[src/rtl/sf_camera_reader.sv]
// Camera pixel capture: syncs PCLK/VSYNC/HREF/D, packs bytes into 32-bit words for a ping-pong FIFO.
// Optional: define SF_CAMERA_READER_PAD_EN to zero-pad and emit partial words at each line end.
module sf_camera_reader #(
  parameter int WORD_BYTES = 4
) (
  input  logic        clk,
  input  logic        rst,
  input  logic        i_enable,
  input  logic        i_pix_clk,
  input  logic        i_vsync,
  input  logic        i_href,
  input  logic [7:0]  i_pix_data,
  input  logic [1:0]  i_wr_rdy,
  input  logic [23:0] i_wr_size,
  output logic [1:0]  o_wr_act,
  output logic        o_wr_stb,
  output logic [31:0] o_wr_data,
  output logic        o_captured,
  output logic [15:0] o_line_count,
  output logic [31:0] o_frame_count,
  output logic        o_overflow
);

  localparam int PACK_W = (WORD_BYTES - 1) * 8;

  localparam logic [1:0] ST_IDLE       = 2'd0;
  localparam logic [1:0] ST_WAIT_VSYNC = 2'd1;
  localparam logic [1:0] ST_CAPTURE    = 2'd2;
  localparam logic [1:0] ST_FRAME_DONE = 2'd3;

`ifdef SF_CAMERA_READER_PAD_EN
  function automatic logic [31:0] pad_word(input logic [23:0] pack, input logic [1:0] n);
    case (n)
      2'd1:    pad_word = {pack[7:0], 24'h000000};
      2'd2:    pad_word = {pack[15:0], 16'h0000};
      2'd3:    pad_word = {pack[23:0], 8'h00};
      default: pad_word = 32'h00000000;
    endcase
  endfunction
`endif

  logic [1:0]        pclk_s_q, vsync_s_q, href_s_q;
  logic              pclk_prev_q, vsync_prev_q, href_prev_q;
  logic [7:0]        data_s1_q, data_s2_q, data_s3_q;

  logic [1:0]        state_q, state_d;
  logic [1:0]        byte_cnt_q, byte_cnt_d;
  logic [PACK_W-1:0] pack_q, pack_d;
  logic [1:0]        wr_act_q, wr_act_d;
  logic [23:0]       wr_cnt_q, wr_cnt_d;
  logic              wr_stb_q, wr_stb_d;
  logic [31:0]       wr_data_q, wr_data_d;
  logic              captured_q, captured_d;
  logic [15:0]       line_count_q, line_count_d;
  logic [31:0]       frame_count_q, frame_count_d;
  logic              overflow_q, overflow_d;

  logic              word_vld;
  logic [31:0]       word;

  // Data gets a third stage so it lines up with the edge seen on the synchronized PCLK.
  always_ff @(posedge clk) begin
    if (rst) begin
      pclk_s_q     <= 2'b00;
      vsync_s_q    <= 2'b00;
      href_s_q     <= 2'b00;
      pclk_prev_q  <= 1'b0;
      vsync_prev_q <= 1'b0;
      href_prev_q  <= 1'b0;
      data_s1_q    <= 8'h00;
      data_s2_q    <= 8'h00;
      data_s3_q    <= 8'h00;
    end else begin
      pclk_s_q     <= {pclk_s_q[0], i_pix_clk};
      vsync_s_q    <= {vsync_s_q[0], i_vsync};
      href_s_q     <= {href_s_q[0], i_href};
      pclk_prev_q  <= pclk_s_q[1];
      vsync_prev_q <= vsync_s_q[1];
      href_prev_q  <= href_s_q[1];
      data_s1_q    <= i_pix_data;
      data_s2_q    <= data_s1_q;
      data_s3_q    <= data_s2_q;
    end
  end

  logic pclk_rise, vsync_rise, vsync_fall, href_fall;
  assign pclk_rise  = pclk_s_q[1] & ~pclk_prev_q;
  assign vsync_rise = vsync_s_q[1] & ~vsync_prev_q;
  assign vsync_fall = ~vsync_s_q[1] & vsync_prev_q;
  assign href_fall  = ~href_s_q[1] & href_prev_q;

  always_comb begin
    state_d       = state_q;
    byte_cnt_d    = byte_cnt_q;
    pack_d        = pack_q;
    wr_act_d      = wr_act_q;
    wr_cnt_d      = wr_cnt_q;
    wr_stb_d      = 1'b0;
    wr_data_d     = wr_data_q;
    captured_d    = 1'b0;
    line_count_d  = line_count_q;
    frame_count_d = frame_count_q;
    overflow_d    = overflow_q;
    word_vld      = 1'b0;
    word          = 32'h00000000;

    case (state_q)
      ST_IDLE: begin
        if (i_enable) begin
          overflow_d = 1'b0;
          state_d    = ST_WAIT_VSYNC;
        end else begin
          state_d = ST_IDLE;
        end
      end
      ST_WAIT_VSYNC: begin
        if (!i_enable) begin
          state_d = ST_IDLE;
        end else if (vsync_fall) begin
          line_count_d = 16'd0;
          byte_cnt_d   = 2'd0;
          state_d      = ST_CAPTURE;
        end else begin
          state_d = ST_WAIT_VSYNC;
        end
      end
      ST_CAPTURE: begin
        // A byte coinciding with the end of frame is dropped.
        if (vsync_rise) begin
          state_d = ST_FRAME_DONE;
        end else if (pclk_rise && href_s_q[1]) begin
          pack_d = {pack_q[PACK_W-9:0], data_s3_q};
          if (byte_cnt_q == 2'(WORD_BYTES - 1)) begin
            word_vld   = 1'b1;
            word       = {pack_q, data_s3_q};
            byte_cnt_d = 2'd0;
          end else begin
            byte_cnt_d = byte_cnt_q + 2'd1;
          end
        end else if (href_fall) begin
          line_count_d = line_count_q + 16'd1;
          byte_cnt_d   = 2'd0;
`ifdef SF_CAMERA_READER_PAD_EN
          if (byte_cnt_q != 2'd0) begin
            word_vld = 1'b1;
            word     = pad_word(pack_q, byte_cnt_q);
          end else begin
            word_vld = 1'b0;
          end
`endif
        end else begin
          state_d = ST_CAPTURE;
        end
      end
      ST_FRAME_DONE: begin
        captured_d    = 1'b1;
        frame_count_d = frame_count_q + 32'd1;
        state_d       = i_enable ? ST_WAIT_VSYNC : ST_IDLE;
      end
      default: begin
        state_d = ST_IDLE;
      end
    endcase

    // Buffer ownership: release at frame end or when full, acquire only when none is held.
    if (state_q == ST_FRAME_DONE) begin
      wr_act_d = 2'b00;
    end else if (wr_act_q != 2'b00) begin
      if (wr_cnt_q >= i_wr_size) begin
        wr_act_d = 2'b00;
        if (word_vld) overflow_d = 1'b1;
      end else if (word_vld) begin
        wr_stb_d  = 1'b1;
        wr_data_d = word;
        wr_cnt_d  = wr_cnt_q + 24'd1;
      end else begin
        wr_stb_d = 1'b0;
      end
    end else begin
      if (word_vld) overflow_d = 1'b1;
      if (state_q != ST_IDLE && i_wr_rdy != 2'b00) begin
        wr_act_d = i_wr_rdy[0] ? 2'b01 : 2'b10;
        wr_cnt_d = 24'd0;
      end else begin
        wr_act_d = 2'b00;
      end
    end
  end

  // Main state and output registers.
  always_ff @(posedge clk) begin
    if (rst) begin
      state_q       <= ST_IDLE;
      byte_cnt_q    <= 2'd0;
      pack_q        <= '0;
      wr_act_q      <= 2'b00;
      wr_cnt_q      <= 24'd0;
      wr_stb_q      <= 1'b0;
      wr_data_q     <= 32'h00000000;
      captured_q    <= 1'b0;
      line_count_q  <= 16'd0;
      frame_count_q <= 32'd0;
      overflow_q    <= 1'b0;
    end else begin
      state_q       <= state_d;
      byte_cnt_q    <= byte_cnt_d;
      pack_q        <= pack_d;
      wr_act_q      <= wr_act_d;
      wr_cnt_q      <= wr_cnt_d;
      wr_stb_q      <= wr_stb_d;
      wr_data_q     <= wr_data_d;
      captured_q    <= captured_d;
      line_count_q  <= line_count_d;
      frame_count_q <= frame_count_d;
      overflow_q    <= overflow_d;
    end
  end

  assign o_wr_act      = wr_act_q;
  assign o_wr_stb      = wr_stb_q;
  assign o_wr_data     = wr_data_q;
  assign o_captured    = captured_q;
  assign o_line_count  = line_count_q;
  assign o_frame_count = frame_count_q;
  assign o_overflow    = overflow_q;

endmodule

[config.mk]
export PLATFORM = sky130hd
export DESIGN_NAME = sf_camera_reader
export DESIGN_NICKNAME = d
export VERILOG_FILES = /design/src/rtl/sf_camera_reader.sv
export SDC_FILE = /design/constraint.sdc
export NUM_CORES = 1
export LEC_CHECK = 0
export BUFFER_PORTS_ARGS = -buffer_cell sky130_fd_sc_hd__buf_2
export CORE_ASPECT_RATIO = 1.75
export CORE_MARGIN = 2
export CORE_UTILIZATION = 28
export DETAILED_ROUTE_END_ITERATION = 8
export GPL_TIMING_DRIVEN = 0
export SYNTH_ARGS = -nofsm -noshare
export SYNTH_HDL_FRONTEND = slang
export SYNTH_SLANG_ARGS = --single-unit
[constraint.sdc]
create_clock -name clk -period 6.1 [get_ports clk]
set_input_delay 0.915 -clock clk [delete_from_list [all_inputs] [get_ports clk]]
set_output_delay 0.915 -clock clk [all_outputs]
set_load 0.01 [all_outputs]
Word level (Yosys, flattened, before mapping):

Cells that the tools add are included.

* flip-flop bits (word level): 170
* word-level logic and storage cells: 113

* add/sub/neg operators: 4
* magnitude comparators: 1
* equality and inequality tests: 15
* mux-type cells: 44
* bitwise gates (word level): 12
* reduce and logical (&&, ||, !) cells: 17

Operators with widths (number)
* $mux W32: 4
* $mux W24: 4
* $mux W16: 5
* $add A32 B1 Y32 const B: 1
* $pmux W16 S2: 1
* $mux W2: 15
* $add A24 B1 Y24 const B: 1
* $ge A24 B24 Y1: 1
* $add A16 B1 Y16 const B: 1
* $ne A2 B2 Y1 const B: 7
* $mux W1: 13
* $reduce_bool A2 Y1: 5
* $ne A3 B3 Y1 const B: 3
* $not A1 Y1: 8
* $reduce_and A4 Y1: 2
* $eq A2 B2 Y1 const B: 3
* $pmux W2 S3: 1
* $reduce_and A6 Y1: 1
* $reduce_and A5 Y1: 1
* $and A1 B1 Y1: 4
* $pmux W2 S2: 1
* $reduce_or A2 Y1: 2
* $reduce_or A4 Y1: 1
* $reduce_and A3 Y1: 1
* other kinds (6): 7

Logic depth before layout (Yosys ltp):

* depth in word-level cells: 10
* mapped depth: 10
* depth with buffers taken out: 8

Worst setup path after synthesis:

OpenSTA, ideal clock, no wires.

* path type: input to register
* start: in i_wr_size[0]
* end: reg wr_data_q[10] (netlist: o_wr_data[10])
* arrival time: 2.872 ns
* setup slack: 3.157 ns
* stages on the path: 9
* path buffers: 2
* cell sequence: ha_1 -> nand2b_1 -> a2111o_1 -> a31oi_1 -> o21a_1 -> clkbuf_1 -> buf_1 -> nand4_1 -> a21oi_1

* cells in the longest elaborated chain, start to end: 3

RTL lines
* from (decl): line 14 `input logic [23:0] i_wr_size,`
* $ge A24 B24 Y1: line 169 `if (wr_cnt_q >= i_wr_size) begin`
* $not A1 Y1 (no line)
* $reduce_and A4 Y1 (no line)
* to (signal assigned): line 211 `wr_data_q <= wr_data_d;`
* to (decl): line 52 `logic [31:0] wr_data_q, wr_data_d;`

Every way passes these cells.
A chain may end at the register's enable or synchronous reset.

Final worst setup path:

* start: in i_wr_size[21]
* end: reg wr_cnt_q[7]

* cells in the longest elaborated chain, start to end: 3

RTL lines
* $ge A24 B24 Y1: line 169
* $ne A2 B2 Y1 (no line)
* $reduce_and A4 Y1 (no line)
* to (signal assigned): line 209 `wr_cnt_q <= wr_cnt_d;`
* to (decl): line 50 `logic [23:0] wr_cnt_q, wr_cnt_d;`

Every way passes these cells.

==> results.md <==
Yosys
• **number of warnings issued by yosys** 0
• **Post-Synthesis Mean Instance Area** 8.48 um2
• **Synth Area in Simple Gates** 0.264
• **Async SR Flop Fraction** 0
• **multiplexer share of the synthesized area** 0.00813
• **most used flip-flop cell after synthesis** sky130_fd_sc_hd__dfxtp_1
• **register bit total from synthesis** 170
• **XOR/XNOR share of the synthesized area** 0.0441
• **Post-Syn Nets** 961
• **dominant combinational cell family by area after synthesis** simple AND/OR/NAND/NOR gates
• **number of flops mapped to enable cells by yosys** 0
• **Synth Area in Adders** 0.0531
• **complex-gate fraction of the synthesized area** 0.134
• **library cells used by synthesis** 51
• **cell count after synthesis** 889
• **area of the mapped netlist** 7540 um2
• **sequential element share of the synthesized area** 0.451

Cells and area
• **fraction of layout cells with a size suffix above 1** 0.157
• **most used cells in the layout excluding fill and tap cells** 170 x sky130_fd_sc_hd__dfxtp_1, 125 x sky130_fd_sc_hd__buf_2, 94 x sky130_fd_sc_hd__nand2_1
• **growth of design area from synthesis to finish** 21.1%
• **Final nets** 1104
• **commonest non-fill, non-tap cell in the layout** sky130_fd_sc_hd__dfxtp_1
• **Fillers** 2815

Route
• **DRC Markers** 0
• **number of DRC markers after the initial detailed-route iteration** 264
• **vias post-DR** 6710
• **total wire length** 20.3 mm
• **detailed-route vias per instance** 4.90
• **First-pass DRT Iterations** 5
• **routed len/inst** 14.8 um
• **antenna viol nets, final** 0

STA
• **Worst Max-Slew Pin Slew** 0.755 ns
• **final worst path period need** 3.42 ns
• **share of the cycle needed by the critical path after routing** 0.560
• **number of setup violations in the final report** 0
• **Worst Clk Skew** 0.0143 ns
• **worst slew margin relative to its limit** 0.493
• **worst-case setup margin in the final layout** 2.68 ns
• **total negative setup slack** 0 ns
• **maximum frequency from static timing analysis** 293 MHz
• **final hold violation count** 0
• **Final Max Tran Viols** 0
• **RSZ-0062 raised after global routing** no

GRT
• **pin count of the biggest net entering global routing** 18
• **vias in the first global route** 6611
• **overall track demand over capacity in global routing** 0.147
• **Overflow after GRT** 0
• **grt met2 use** 0.273
• **global-route track usage on met1** 0.152
• **global route hottest layer** met2
• **antenna violations before repair** 1
• **global-route wire length before repair** 33.0 mm
• **GRT met3 Usage** 0.0370

Critical path
• **launch point of the critical path** i_wr_size[21]
• **CP max FO** 10
• **Crit path required time** 6.46 ns
• **category of the worst setup path capture point** flop
• **Setup CP Type** in -> reg
• **Worst Reg2Reg Path Length in Cells** 10
• **reg-to-reg critical path endpoint** wr_cnt_q[18]$_SDFFE_PP0P_
• **source of the worst register-to-register timing path** state_q[0]$_SDFFE_PP0P_
• **nature of the critical path startpoint** input pin
• **ordered list of cells on the worst path** buf_2 > inv_1 > ha_1 > nand4_1 > nor4_1 > nand4_1 > o21ai_0 > clkbuf_1 > clkbuf_1 > o31ai_1 > a21oi_1
• **data arrival time of the critical path** 3.78 ns
• **Crit path largest cell delay** 0.54 ns
• **critical path's slowest cell** sky130_fd_sc_hd__nor4_1
• **FF-to-FF setup slack** 2.89 ns

Die
• **starting density of the core** 0.284
• **CORE AREA** 26600 um2
• **die height** 221 um
• **die width** 128 um
• **number of rows in the core area** 79
• **number of top-level pins** 125
• **floorplan die area** 28300 um2

Power and ir drop
• **total power density per cell area** 245 nW/um2
• **worst vdd rail ir drop** 0.000144 V
• **Leakage** 3.57 nW

Clocking
• **clock insertion delay at the later pin of the skew report** 0.44 ns
• **register clock-pin slew on the reported worst setup and hold paths** 0.07 ns
• **CTS tree** done
• **Clock H-tree levels** 4
• **Clock Sinks** 170
• **CTS hold repair buffers** 0
• **Bufs on Longest Clock Path** 2
• **PostCTS Resize Cnt** 0
• **post-CTS setup repair buffer count** 0
• **clock buffers created by TritonCTS** 17
• **Root Buffer Master** sky130_fd_sc_hd__clkbuf_16

Status
• **run status** completed

Placement
• **placed wire-length estimate** 15.6 mm
• **Routability Congestion** 0.835
• **Port Buffers** 124
• **post-placement worst setup slack** 2.15 ns

Flow run
• **number of max-cap violations** 0

Hold path
• **worst hold path endpoint** vsync_s_q[1]$_SDFF_PP0_
• **path type of the worst min-delay path** reg -> reg
• **launch instance of the worst min-delay path** vsync_s_q[0]$_SDFF_PP0_
• **number of cells on the worst hold path** 1

report_power, final:
part           switching (mW)  internal (mW)  total (mW)
logic                  0.0476         0.0302      0.0778
clock network           0.499          0.538        1.04
registers             0.00457           1.12        1.12
kinds of logic after synthesis:
group / after synthesis
mux: 6
compound gates: 179
buf+inv: 89
fa+ha+maj: 32
flops: 170
xor+xnor: 38
simple gates: 375
worst max-delay path by stage:
| stage | endpoint | cells past startpoint |
|---|---|---|
| floorplan | o_wr_data[10]$_SDFFE_PP0P_ | 9 |
| global placement | wr_cnt_q[7]$_SDFFE_PP0P_ | 11 |
| detailed placement | wr_cnt_q[7]$_SDFFE_PP0P_ | 11 |
| CTS | wr_cnt_q[7]$_SDFFE_PP0P_ | 11 |
| global route | wr_cnt_q[8]$_SDFFE_PP0P_ | 11 |
| finish | wr_cnt_q[7]$_SDFFE_PP0P_ | 11 |
critical path, delay by kind of cell:
family / cells / cell delay (ns)
adder cells (fa/ha/maj): 1 / 0.29
AO/OA/AOI/OAI: 3 / 0.59
buffers and inverters: 4 / 0.98
AND/OR/NAND/NOR: 3 / 1.00
synthesized netlist by cell type, types with 4 or more instances:
library cell / instances / area (um2)
sky130_fd_sc_hd__mux2i_1: 5 / 50.1
sky130_fd_sc_hd__xnor2_1: 17 / 149
sky130_fd_sc_hd__and4_1: 4 / 35.0
sky130_fd_sc_hd__xor2_1: 21 / 184
sky130_fd_sc_hd__nand2b_1: 7 / 43.8
sky130_fd_sc_hd__clkbuf_1: 51 / 191
sky130_fd_sc_hd__ha_1: 32 / 400
sky130_fd_sc_hd__and3_1: 10 / 62.6
sky130_fd_sc_hd__inv_1: 33 / 124
sky130_fd_sc_hd__nand2_1: 94 / 353
sky130_fd_sc_hd__nand4_1: 57 / 357
sky130_fd_sc_hd__nor4_1: 4 / 25.0
sky130_fd_sc_hd__dfxtp_1: 170 / 3400
sky130_fd_sc_hd__nor2_1: 71 / 267
sky130_fd_sc_hd__o21ai_0: 47 / 235
sky130_fd_sc_hd__nand3_1: 23 / 115
sky130_fd_sc_hd__a31oi_1: 4 / 25.0
sky130_fd_sc_hd__nor3_1: 17 / 85.1
sky130_fd_sc_hd__a21oi_1: 92 / 460
sky130_fd_sc_hd__nor2b_1: 38 / 238
sky130_fd_sc_hd__or4_1: 18 / 135
sky130_fd_sc_hd__or3_1: 13 / 81.3
sky130_fd_sc_hd__o31ai_1: 16 / 120
final cells by class:
type | instances | area, um2 | share of cell area
Sequential cell | 170 | 3400 | 0.373
Antenna cell | 1 | 2.50 | 0.000274
Buffer | 56 | 215 | 0.0236
Clock inverter | 14 | 131 | 0.0144
Multi-Input combinational cell | 630 | 3800 | 0.416
Timing Repair Buffer | 124 | 621 | 0.0680
Tap cell | 324 | 405 | 0.0444
Clock buffer | 18 | 429 | 0.0470
Inverter | 33 | 124 | 0.0136
registers in the layout (all words and copies together) (netlist names):
signal         cells
byte_cnt_q         2
data_s1_q          8
data_s2_q          8
data_s3_q          8
href_prev_q        1
href_s_q           2
o_captured         1
o_frame_count     32
o_line_count      16
o_overflow         1
o_wr_act           2
o_wr_data         32
o_wr_stb           1
pack_q            24
pclk_prev_q        1
pclk_s_q           2
state_q            2
vsync_prev_q       1
vsync_s_q          2
wr_cnt_q          24
stage by stage:
step	hold WS [ns]	util	cells	instance area (um2)	power, mW
global route	0.457	0.343	1370	9130	2.33
detailed placement	0.423	0.322	1337	8570	1.23
finish	0.437	0.343	1370	9130	2.24
global placement	0.424	0.322	1337	8570	1.23
floorplan	0.414	-	889	7540	1.20
CTS	0.441	0.343	1369	9130	2.28
layer usage:
layer	routed length [um]	share of wire
met1	8070	0.40
met3	846	0.042
met5	0	0
met4	590	0.029
met2	10800	0.53
No activity file was read; power rests on OpenSTA's default activity.
